<file path="src/rtl/mcs4_pkg.sv">
// Shared MCS-4 timing constants: machine-clock indices and quarter-phase codes.
package mcs4_pkg;

    localparam logic [2:0] A1 = 3'd0;
    localparam logic [2:0] A2 = 3'd1;
    localparam logic [2:0] A3 = 3'd2;
    localparam logic [2:0] M1 = 3'd3;
    localparam logic [2:0] M2 = 3'd4;
    localparam logic [2:0] X1 = 3'd5;
    localparam logic [2:0] X2 = 3'd6;
    localparam logic [2:0] X3 = 3'd7;

    localparam logic [1:0] Q_CLK1 = 2'd0;
    localparam logic [1:0] Q_GAP1 = 2'd1;
    localparam logic [1:0] Q_CLK2 = 2'd2;
    localparam logic [1:0] Q_GAP2 = 2'd3;

endpackage

</file>
<file path="src/rtl/mcs4_poc_counter.sv">
// Power-on-clear: holds poc high until POC_CYCLES instruction cycles complete.
module mcs4_poc_counter #(
    parameter int POC_CYCLES = 16
) (
    input  logic sysclk,
    input  logic sysrst_n,
    input  logic wrap_i,
    output logic poc_o
);

    localparam logic [7:0] POC_N = 8'(POC_CYCLES);

    logic [7:0] cnt_q, cnt_d;
    logic       poc_q;

    // Saturating count keeps poc low until the next reset.
    always_comb begin
        cnt_d = cnt_q;
        if (wrap_i && (cnt_q != POC_N)) cnt_d = cnt_q + 8'd1;
    end

    always_ff @(posedge sysclk or negedge sysrst_n) begin
        if (!sysrst_n) begin
            cnt_q <= '0;
            poc_q <= 1'b1;
        end else begin
            cnt_q <= cnt_d;
            poc_q <= (cnt_q != POC_N);
        end
    end

    assign poc_o = poc_q;

endmodule

</file>
<file path="src/rtl/mcs4_clkgen.sv">
// MCS-4 two-phase bus clock, sync and power-on-clear generator.
// Define MCS4_CLKGEN_STEP_EN to add run/step halting at the instruction boundary.
module mcs4_clkgen
    import mcs4_pkg::*;
#(
    parameter int PHASE_LEN  = 4,
    parameter int POC_CYCLES = 16
) (
    input  logic       sysclk,
    input  logic       sysrst_n,
    input  logic       run,
    input  logic       step,
    output logic       clk1_pad,
    output logic       clk2_pad,
    output logic       sync_pad,
    output logic       poc_pad,
    output logic [2:0] cycle,
    output logic       halted
);

    localparam logic [7:0] P_LAST = 8'(PHASE_LEN - 1);

    logic [7:0] p_q, p_d;
    logic [1:0] q_q, q_d;
    logic [2:0] c_q, c_d;
    logic       hold_q;
    logic       last_tick;

    logic       clk1_q, clk2_q, sync_q;
    logic [2:0] cycle_q;

    assign last_tick = (c_q == X3) && (q_q == Q_GAP2) && (p_q == P_LAST);

    // q and c wrap by natural overflow of their 2- and 3-bit widths.
    always_comb begin
        p_d = p_q + 8'd1;
        q_d = q_q;
        c_d = c_q;
        if (p_q == P_LAST) begin
            p_d = '0;
            q_d = q_q + 2'd1;
            if (q_q == Q_GAP2) c_d = c_q + 3'd1;
        end
        if (hold_q) begin
            p_d = p_q;
            q_d = q_q;
            c_d = c_q;
        end
    end

`ifdef MCS4_CLKGEN_STEP_EN
    logic hold_d, step_q, step_rise, halted_q;

    assign step_rise = step & ~step_q;

    // Step edges only matter while frozen, so mid-cycle pulses fall through.
    always_comb begin
        hold_d = hold_q;
        if (hold_q)                 hold_d = ~(run | step_rise);
        else if (last_tick && !run) hold_d = 1'b1;
    end

    always_ff @(posedge sysclk or negedge sysrst_n) begin
        if (!sysrst_n) begin
            hold_q   <= 1'b0;
            step_q   <= 1'b0;
            halted_q <= 1'b0;
        end else begin
            hold_q   <= hold_d;
            step_q   <= step;
            halted_q <= hold_q;
        end
    end

    assign halted = halted_q;
`else
    logic unused_inputs;

    assign unused_inputs = run ^ step;
    assign hold_q        = 1'b0;
    assign halted        = 1'b0;
`endif

    always_ff @(posedge sysclk or negedge sysrst_n) begin
        if (!sysrst_n) begin
            p_q     <= '0;
            q_q     <= Q_CLK1;
            c_q     <= A1;
            clk1_q  <= 1'b0;
            clk2_q  <= 1'b0;
            sync_q  <= 1'b0;
            cycle_q <= A1;
        end else begin
            p_q     <= p_d;
            q_q     <= q_d;
            c_q     <= c_d;
            clk1_q  <= (q_q == Q_CLK1) && !hold_q;
            clk2_q  <= (q_q == Q_CLK2) && !hold_q;
            sync_q  <= (c_q == X3) && !hold_q;
            cycle_q <= c_q;
        end
    end

    mcs4_poc_counter #(
        .POC_CYCLES (POC_CYCLES)
    ) u_poc (
        .sysclk   (sysclk),
        .sysrst_n (sysrst_n),
        .wrap_i   (last_tick),
        .poc_o    (poc_pad)
    );

    assign clk1_pad = clk1_q;
    assign clk2_pad = clk2_q;
    assign sync_pad = sync_q;
    assign cycle    = cycle_q;

endmodule
</file>
<file path="config.mk">
export PLATFORM = sky130hd
export DESIGN_NAME = mcs4_clkgen
export DESIGN_NICKNAME = d
export VERILOG_FILES = /design/src/rtl/mcs4_pkg.sv /design/src/rtl/mcs4_poc_counter.sv /design/src/rtl/mcs4_clkgen.sv
export SDC_FILE = /design/constraint.sdc
export NUM_CORES = 1
export LEC_CHECK = 0
export BUFFER_PORTS_ARGS = -buffer_cell sky130_fd_sc_hd__buf_2
export CELL_PAD_IN_SITES_DETAIL_PLACEMENT = 1
export CELL_PAD_IN_SITES_GLOBAL_PLACEMENT = 1
export CORE_UTILIZATION = 50
export CTS_BUF_LIST = sky130_fd_sc_hd__clkbuf_8
export DETAILED_ROUTE_END_ITERATION = 12
export PLACE_DENSITY_LB_ADDON = 0.3
export SETUP_SLACK_MARGIN = 0.05
export SLEW_MARGIN = 10
export SYNTH_ARGS = -nofsm -noshare
export SYNTH_HDL_FRONTEND = slang
export SYNTH_SLANG_ARGS = --single-unit
</file>
<file path="constraint.sdc">
create_clock -name sysclk -period 3.9 [get_ports sysclk]
set_clock_uncertainty 0.2 [all_clocks]
set_input_delay 0.195 -clock sysclk [delete_from_list [all_inputs] [get_ports sysclk]]
set_output_delay 0.195 -clock sysclk [all_outputs]
set_load 0.05 [all_outputs]
</file>
==> results of run 1 <==
[path summary, 6_finish.rpt]
path	from	endpoint	slack (ns)	cells past startpoint
worst max-delay path	p_q[4]	u_poc.cnt_q[1]	1.85	4
worst max register to register	p_q[4]	u_poc.cnt_q[1]	1.85	4
max in group asynchronous	sysrst_n	sync_pad	2.85	2
min in group asynchronous	sysrst_n	p_q[3]	0.25	2
worst min register to register	c_q[2]	cycle[2]	0.22	0
worst min-delay path	c_q[2]	cycle[2]	0.22	0
[critical path: stages (launching register included)]
cell     delay, ns
dfrtp_1       0.45
nor4_4        0.33
and3_1        0.48
nand4_4       0.16
mux2_4        0.32
[metal layers]
layer / global-route usage, % / wire [um] / vias up
met5: 0 / 0 / -
met4: 7.658 / 27 / 0
met3: 4.464 / 47 / 4
met2: 35.93 / 1170 / 9
met1: 25.73 / 962 / 368
li1: - / - / 341
[stage by stage]
step           util, %  std cells
6_report         60.21        134
4_1_cts          60.21        134
2_1_floorplan        -         95
3_5_place_dp     56.60        129
3_3_place_gp     56.60        129
5_1_grt          60.21        134
[power by group through the flow]
stage | Combinational [mW] | Sequential (mW) | Clock (mW)
6_report | 0.00848 | 0.290 | 0.227
5_1_grt | 0.00987 | 0.290 | 0.241
4_1_cts | 0.00903 | 0.290 | 0.231
3_5_place_dp | 0.00833 | 0.296 | 0
3_3_place_gp | 0.00807 | 0.296 | 0
2_1_floorplan | 0.00287 | 0.296 | 0
[area by class of cell]
cell class | count | area, um2 | area share (%)
flip-flops and latches | 28 | 701.9 | 51.71
multi-input cells | 60 | 480.5 | 35.39
repair buffers | 9 | 50.05 | 3.687
clock buffers | 3 | 41.29 | 3.041
well taps | 28 | 35.03 | 2.581
clock inverters | 1 | 30.03 | 2.212
inverters | 5 | 18.77 | 1.382
[flip-flops by register name (all words and copies together), names as in the netlist]
| name | count |
|---|---|
| cycle | 3 |
| u_poc.poc_o | 1 |
| clk1_pad | 1 |
| p_q | 8 |
| q_q | 2 |
| sync_pad | 1 |
| clk2_pad | 1 |
| u_poc.cnt_q | 8 |
| c_q | 3 |
[cell families after synthesis]
kind of cell    count (synthesis)
other cells                     1
mux                             3
compound gates                  2
fa+ha+maj                       8
xor+xnor                       14
buf+inv                         7
flops                          28
simple gates                   32
[synthesized netlist by cell type]
| cell type | number |
|---|---|
| nand2_2 | 1 |
| nor3_1 | 2 |
| nor4_4 | 1 |
| mux2_2 | 2 |
| xor2_1 | 3 |
| mux2_4 | 1 |
| nor4_1 | 2 |
| nand4_1 | 3 |
| conb_1 | 1 |
| nor3b_1 | 1 |
| o21ai_0 | 1 |
| nor4bb_1 | 1 |
| nand3_1 | 7 |
| xnor2_1 | 11 |
| nand4_4 | 1 |
| a21o_1 | 1 |
| ha_1 | 8 |
| buf_4 | 1 |
| and2_1 | 1 |
| dfstp_2 | 1 |
| and3_1 | 4 |
| nand2_1 | 4 |
| inv_1 | 5 |
| buf_6 | 1 |
| dfrtp_1 | 27 |
| nor2_1 | 4 |
==> metrics.md, run 1 <==
| Metric | Value |
|---|---|
| Peak supply drop | 322.2 uV |
| PwrDens | 387.4 mW/mm2 |
| Gr usage total | 20.95% |
| Critical path class | reg2reg |
| Layout fillers | 239 |
| Sequential power share | 55.2% |
| Slew HR | 59.45% |
| Initial core utilization | 54.11% |
| Worst slew pin tran | 0.6082 ns |
| # setup viols final | 0 |
| Pre-CTS WS | 1.846 ns |
| Total design power | 0.5259 mW |
| Post-DRT Antenna Nets | 0 |
| Largest family of logic cells by synthesized area | simple AND/OR/NAND/NOR gates |
| Mapped Area | 0.001220 mm2 |
| Post-route design area | 0.001358 mm2 |
| Largest net degree at the start of global routing | 29 |
| Comb power frac | 1.6% |
| Share of the synthesized area in the top cell type | 55.38% |
| Clk pwr share | 43.2% |
| Hold buffer count at cts | 1 |
| Sink Count | 28 |
| Clock Tree Root | clkbuf_8 |
| Row count | 17 |
| Final worst path period share | 52.48% |
| Die Ht | 51.40 um |
| HP Class | reg2reg |
| Fin. max-slew vios | 0 |
| Post-synthesis compound-gate area fraction | 1.026% |
| Worst EP arrival | 2.01 ns |
| Avg WL per Cell | 16.48 um |
| Via count | 722 |
| Adder-cell share of the synthesized area | 8.205% |
| Portion of netlist area occupied by mux cells | 3.077% |
| Initial antenna violation count | 0 |
| Outcome | completed |
| Commonest non-fill, non-tap cells in the layout | 27 x dfrtp_1, 11 x xnor2_1, 8 x ha_1, 8 x buf_2, 7 x nand3_1 |
| RSZ-0062 raised after global routing | false |
| Core ar. | 0.002255 mm2 |
| Switching part of the total power | 18.53% |
| Final TNS setup | 0 ns |
| P_int | 0.4285 mW |
| Nets | 119 |
| Critical path data required time | 3.87 ns |
| Die W | 51.40 um |
| Vias in the first global route | 813 |
| Synth Area in Simple Gates | 16.72% |
| TritonCTS clock tree | built |
| Top cells by area, synth | dfrtp_1 55%, ha_1 8.2%, xnor2_1 7.9%, nand3_1 2.9%, dfstp_2 2.2% |
| Post-synthesis xor/xnor area fraction | 10.05% |
| Final wirelength | 2.208 mm |
| # resized after CTS | 0 |
| DP Wirelength | 1.461 mm |
| Worst setup SP type | flop |
| Setup crit end kind | flop |
| Vias/cell | 5.388 |
| Initial DRC Count | 7 |
| Drt first pass iters | 4 |
| Most common cell after layout, fill and taps aside | dfrtp_1 |
| Worst-path clk slew | 0.10 ns |
| H-tree depth | 1 |
| Sequential area share after synthesis | 57.54% |
| I/O Buffers | 8 |
| Yosys warns | 0 |
| Worst skew pair latency | 0.27 ns |
| Synth cell types | 26 |
| Max-cap violations | 0 |
| Psw | 0.09746 mW |
| Yosys top cell by area | dfrtp_1 |
| Syn Area/Cell | 12.84 um2 |
| TritonCTS buffer count | 3 |
| Final count of hold timing violations | 0 |
| CP Max Fanout | 9 |
| Hold WS | 0.2205 ns |
| Maximum operating frequency | 0.4886 GHz |
| DRC | 0 |
| Diodes inserted | 0 |
| DP Area | 0.001276 mm2 |
| Syn nets | 107 |
| I/O pin total | 12 |
| P_leak | 0.6336 nW |
| GRT overflow | 0 |
| FF+latch count, synth | 28 |
| Cells after synthesis | 95 |
| Gpl congestion | 0.7778 |
| Share of cells above drive strength 1 | 17.92% |
| First-pass GRT wire length | 3.919 mm |
| Max Root-Sink Buffers | 2 |
| Fin crit period | 2.047 ns |
| P&R area growth vs syn | 11.28% |
| Final WS setup | 1.853 ns |
| Total die area | 0.002641 mm2 |
| Post-CTS setup repair buffer count | 0 |
No activity file was read; power rests on OpenSTA's default activity.
==> run 2: changes to the inputs <==
--- a/config.mk
+++ b/config.mk
@@ -8,7 +8,8 @@
 export BUFFER_PORTS_ARGS = -buffer_cell sky130_fd_sc_hd__buf_2
 export CELL_PAD_IN_SITES_DETAIL_PLACEMENT = 1
 export CELL_PAD_IN_SITES_GLOBAL_PLACEMENT = 1
-export CORE_UTILIZATION = 50
+export CORE_ASPECT_RATIO = 2
+export CORE_UTILIZATION = 44
 export CTS_BUF_LIST = sky130_fd_sc_hd__clkbuf_8
 export DETAILED_ROUTE_END_ITERATION = 12
 export PLACE_DENSITY_LB_ADDON = 0.3
==> constraint.sdc (replaced) <==
create_clock -name sysclk -period 1.8 [get_ports sysclk]
set_clock_uncertainty 0.2 [all_clocks]
set_input_delay 0.09 -clock sysclk [delete_from_list [all_inputs] [get_ports sysclk]]
set_output_delay 0.09 -clock sysclk [all_outputs]
set_load 0.05 [all_outputs]
==> run 2 against run 1 <==
Against the previous run:
- non-clock buffer count grew 21
- cell count up 16%
- via count is 11% higher
- fmax rose by 17%
- global-route usage is 1.5 points higher
- critical endpoint unchanged
- register-to-register slack got worse by 1.8 ns
==> metrics.md, run 2 (same netlist as run 1, synthesis figures left out) <==
| Metric | Value |
|---|---|
| Met2 usage | 40.50% |
| Multi-input gate area | 536.8 um2 |
| Fin. max-slew vios | 0 |
| I/O Buffers | 8 |
| P_leak | 0.7398 nW |
| Row count | 26 |
| CP Max Fanout | 4 |
| GR Layer Usage met3 | 2.624% |
| Worst EP arrival | 1.72 ns |
| Final worst path period share | 97.18% |
| Biggest regs | p_q (8), u_poc.cnt_q (8) |
| Share of cells above drive strength 1 | 38.58% |
| Worst slew pin tran | 0.6307 ns |
| Global route hottest layer | met2 |
| I/O pin total | 12 |
| Worst setup SP type | flop |
| Nets | 140 |
| Avg WL per Cell | 16.89 um |
| # setup viols final | 0 |
| Worst skew pair latency | 0.28 ns |
| Worst-path clk slew | 0.09 ns |
| Diodes inserted | 0 |
| PwrDens | 728.5 mW/mm2 |
| Commonest non-fill, non-tap cells in the layout | 27 x dfrtp_1, 20 x buf_4, 11 x xnor2_1, 8 x buf_2, 7 x nand3_1 |
| P&R area growth vs syn | 29.13% |
| Initial DRC Count | 26 |
| DRC | 0 |
| Core Util, Final | 60.53% |
| Slew HR | 57.95% |
| Drt first pass iters | 4 |
| Post-DRT Antenna Nets | 0 |
| Gpl congestion | 0.7969 |
| Total design power | 1.148 mW |
| HP Class | in2async |
| Pre-CTS WS | -0.05488 ns |
| GRT overflow | 0 |
| Maximum operating frequency | 0.5717 GHz |
| Core ar. | 0.002603 mm2 |
| TritonCTS buffer count | 3 |
| Layout fillers | 275 |
| Vias in the first global route | 939 |
| Max Root-Sink Buffers | 2 |
| Setup crit end kind | flop |
| Reg2reg setup slack | 0.05 ns |
| Vias/cell | 5.161 |
| RSZ-0062 raised after global routing | true |
| Final wirelength | 2.618 mm |
| Largest net degree at the start of global routing | 29 |
| Initial antenna violation count | 0 |
| Critical path class | reg2reg |
| Critical path data required time | 1.77 ns |
| Total die area | 0.003000 mm2 |
| Peak supply drop | 675.9 uV |
| R2r worst-path depth | 4 |
| Die W | 39.23 um |
| Gr usage total | 22.46% |
| DP Wirelength | 1.824 mm |
| Outcome | completed |
| Max-cap violations | 0 |
| Final count of hold timing violations | 0 |
| Die Ht | 76.47 um |
| H-tree depth | 1 |
| Clock Tree Root | clkbuf_8 |
| Reg2Reg Launch Point | p_q[6] |
| Initial core utilization | 46.88% |
| Worst reg2reg endpoint | u_poc.cnt_q[1] |
| Seq. cell area | 701.9 um2 |
| Met1 usage | 22.81% |
| Fin crit period | 1.749 ns |
| Final WS setup | 0.05075 ns |
| Sink Count | 28 |
| Via count | 800 |
| Most common cell after layout, fill and taps aside | dfrtp_1 |
| First-pass GRT wire length | 4.533 mm |
| TritonCTS clock tree | built |
-- run 2: changes by cell type in the layout (fill, tap and decap cells not counted), moves of 2 or more --
cell    previous run  this run
and3_1             4         2
buf_4              0        20
ha_1               8         6
nor4_1             2         0
nor4_2             0         2
-- run 2: area by class of cell --
type / count / share of cell area (%)
sequential: 28 / 44.56
multi-input combinational: 60 / 34.07
tap: 28 / 2.224
clock buffer: 3 / 2.621
timing repair buffer: 30 / 13.42
clock inverter: 1 / 1.906
inverter: 5 / 1.191
-- run 2: worst max path at each step --
stage	startpoint	to	slack (ns)	cells after the start
after floorplan	p_q[6]	u_poc.cnt_q[1]	0.07	5
after global placement	u_poc.cnt_q[0]	u_poc.cnt_q[1]	-0.01	6
after detailed placement	u_poc.cnt_q[1]	u_poc.cnt_q[1]	-0.05	6
after CTS	p_q[6]	u_poc.cnt_q[7]	0.03	5
after global routing	p_q[6]	u_poc.cnt_q[7]	-0.03	5
final	p_q[6]	u_poc.cnt_q[1]	0.05	4
-- run 2: metal layers --
metal	vias to the layer above	part of all wire (%)
met1	409	36
met3	5	1.0
li1	381	-
met5	-	0
met2	5	61
met4	0	2.6
-- run 2: timing repair --
item	in CTS	in global routing
hold buffers	1	0
buffers inserted	3	1
hold endpoints to repair	27	0
pin swaps	8	4
gates resized for setup	12	0
endpoints found under the setup margin	10	10
-- run 2: report_power, final --
| group | switching (mW) | total [mW] | leakage [nW] | internal, mW |
|---|---|---|---|---|
| combinational | 0.0167 | 0.0189 | 0.346 | 0.00218 |
| sequential | 0 | 0.629 | 0.358 | 0.629 |
| clock | 0.202 | 0.500 | 0.0357 | 0.298 |
-- run 2: critical path, stage by stage, from the launching register on --
cell and delay, ns:
dfrtp_1 0.42, nor4_4 0.31, and3_2 0.30, nand4_4 0.11, mux2_4 0.31
-- run 2: through the flow --
| step | hold WS [ns] | cell area (um2) | cells | setup TNS (ns) |
|---|---|---|---|---|
| finish | 0.1509 | 1575 | 155 | 0 |
| CTS | 0.1736 | 1568 | 154 | 0 |
| global placement | -0.07188 | 1404 | 146 | -0.009920 |
| detailed placement | -0.05641 | 1404 | 146 | -0.1085 |
| floorplan | -0.4056 | 1220 | 95 | 0 |
| global route | 0.2269 | 1575 | 155 | -0.07920 |
==> run 3: changes to the inputs <==
--- a/config.mk
+++ b/config.mk
@@ -9,10 +9,12 @@
 export CELL_PAD_IN_SITES_DETAIL_PLACEMENT = 1
 export CELL_PAD_IN_SITES_GLOBAL_PLACEMENT = 1
 export CORE_ASPECT_RATIO = 2
+export CORE_MARGIN = 2
 export CORE_UTILIZATION = 44
 export CTS_BUF_LIST = sky130_fd_sc_hd__clkbuf_8
 export DETAILED_ROUTE_END_ITERATION = 12
 export PLACE_DENSITY_LB_ADDON = 0.3
+export REMOVE_ABC_BUFFERS = 1
 export SETUP_SLACK_MARGIN = 0.05
 export SLEW_MARGIN = 10
 export SYNTH_ARGS = -nofsm -noshare
==> run 3 against run 2 <==
Against the previous run:
- global-route usage down 4.7 points
- first-iteration DRC count is 50% lower
- die area grew 7.8%
- combinational power about the same
- highest routed layer unchanged
==> metrics.md, run 3 (same netlist as run 1, synthesis figures left out) <==
| Metric | Value |
|---|---|
| CP Max Fanout | 2 |
| Final count of hold timing violations | 0 |
| Via count | 804 |
| Max Root-Sink Buffers | 2 |
| CP max stage cell | dfrtp_1 |
| Most used cell, CP | nor4_4 |
| Sink Count | 28 |
| Nets | 138 |
| Diodes inserted | 0 |
| Share of cells above drive strength 1 | 37.60% |
| Biggest regs | p_q (8), u_poc.cnt_q (8) |
| Outcome | completed |
| HP Class | in2async |
| CP Capture Point | u_poc.cnt_q[7] |
| Worst-path clk slew | 0.09 ns |
| Die Ht | 78.47 um |
| Crit path from | p_q[4] |
| H-tree depth | 1 |
| Initial core utilization | 45.14% |
| TritonCTS clock tree | built |
| Vias in the first global route | 874 |
| DP Area | 0.001375 mm2 |
| P_leak | 0.7528 nW |
| Worst path max stage delay | 0.42 ns |
| TritonCTS buffer count | 3 |
| I/O Buffers | 8 |
| Final wirelength | 2.519 mm |
| Worst slew pin tran | 0.6267 ns |
| # setup viols final | 0 |
| Critical path class | reg2reg |
| Worst EP arrival | 1.74 ns |
| Commonest non-fill, non-tap cells in the layout | 27 x dfrtp_1, 18 x buf_4, 11 x xnor2_1, 8 x buf_2, 7 x ha_1 |
| Reg2reg setup slack | 0.05 ns |
| Largest net degree at the start of global routing | 29 |
| Post-route design area | 0.001559 mm2 |
| Drt first pass iters | 2 |
| Post-DRT Antenna Nets | 0 |
| Final WS setup | 0.05462 ns |
| Fin crit period | 1.745 ns |
| Setup crit end kind | flop |
| RSZ-0062 raised after global routing | true |
| Initial antenna violation count | 0 |
| Worst skew pair latency | 0.27 ns |
| Vias/cell | 5.221 |
| Pre-CTS WS | -0.08337 ns |
| Final worst path period share | 96.97% |
| Core ar. | 0.002703 mm2 |
| Slew HR | 58.22% |
| Critical path data required time | 1.79 ns |
| Worst reg2reg endpoint | u_poc.cnt_q[7] |
| Max-cap violations | 0 |
| Initial DRC Count | 13 |
| Most common cell after layout, fill and taps aside | dfrtp_1 |
| Die W | 41.23 um |
| I/O pin total | 12 |
| Final TNS setup | 0 ns |
| Gpl congestion | 0.7790 |
| DRC | 0 |
| Peak supply drop | 378.3 uV |
| DP Wirelength | 1.677 mm |
| First-pass GRT wire length | 3.877 mm |
| Fin. max-slew vios | 0 |
| Clock Tree Root | clkbuf_8 |
| Avg WL per Cell | 16.36 um |
| Row count | 27 |
| Worst-path cell chain | nor4_4 > buf_4 > nand3_4 > nor4_4 > xor2_1 |
| PwrDens | 630.1 mW/mm2 |
| Reg2Reg Launch Point | p_q[4] |
| Total die area | 0.003235 mm2 |
| Gr usage total | 17.78% |
| Maximum operating frequency | 0.5729 GHz |
| P&R area growth vs syn | 27.80% |
| R2r worst-path depth | 5 |
| GRT overflow | 0 |
| Worst setup SP type | flop |
-- run 3: layout make-up --
class                   instances  area (um2)
clock buffers                   3       41.29
clock inverters                 1       3.754
fillers                       280        1144
inverters                       5       18.77
multi-input cells              60       560.5
flip-flops and latches         28       701.9
well taps                      29       36.28
repair buffers                 28       196.4
-- run 3: report_power, final --
part / switching, mW / internal [mW]
clock network: 0.182 / 0.153
logic: 0.0166 / 0.00219
registers: 0 / 0.629
total: 0.199 / 0.784
-- run 3: what timing repair did --
item	4_1_cts	5_1_grt
hold buffers	1	0
setup endpoints to repair	10	10
endpoints found under the hold margin	27	0
resized for setup	10	6
pin swaps	6	6
setup buffers	4	2
-- run 3: how the worst min path moves through the flow --
stage                   from       end  slack, ns  cells past startpoint
detailed placement  sysrst_n  clk1_pad      -0.06                      1
finish              sysrst_n  cycle[0]       0.17                      2
floorplan           sysrst_n    c_q[0]      -0.41                      0
global route        sysrst_n  clk1_pad       0.23                      2
CTS                 sysrst_n  cycle[0]       0.18                      2
global placement    sysrst_n  clk1_pad      -0.07                      1
-- run 3: through the flow --
stage | power [mW] | utilization [%] | instances | hold slack [ns]
2_1_floorplan | 0.6456 | - | 93 | -0.4056
3_3_place_gp | 0.6586 | 50.88 | 143 | -0.06620
3_5_place_dp | 0.6589 | 50.88 | 143 | -0.06068
6_report | 0.9823 | 57.69 | 154 | 0.1662
5_1_grt | 1.029 | 57.69 | 154 | 0.2324
4_1_cts | 0.9916 | 55.74 | 152 | 0.1780
-- run 3: critical path, delay by kind of cell (launching register included) --
kind	cells	cell delay, ns
flip-flops	1	0.42
buffers and inverters	1	0.18
AND/OR/NAND/NOR	3	0.69
XOR/XNOR	1	0.18
-- run 3: per-layer routing --
metal / wire [um] / up-vias / GRT usage, %
met5: 0 / - / 0
met4: 34 / 0 / 6.774
met3: 52 / 5 / 2.542
met2: 1505 / 7 / 31.72
met1: 926 / 414 / 19.06
li1: - / 378 / -
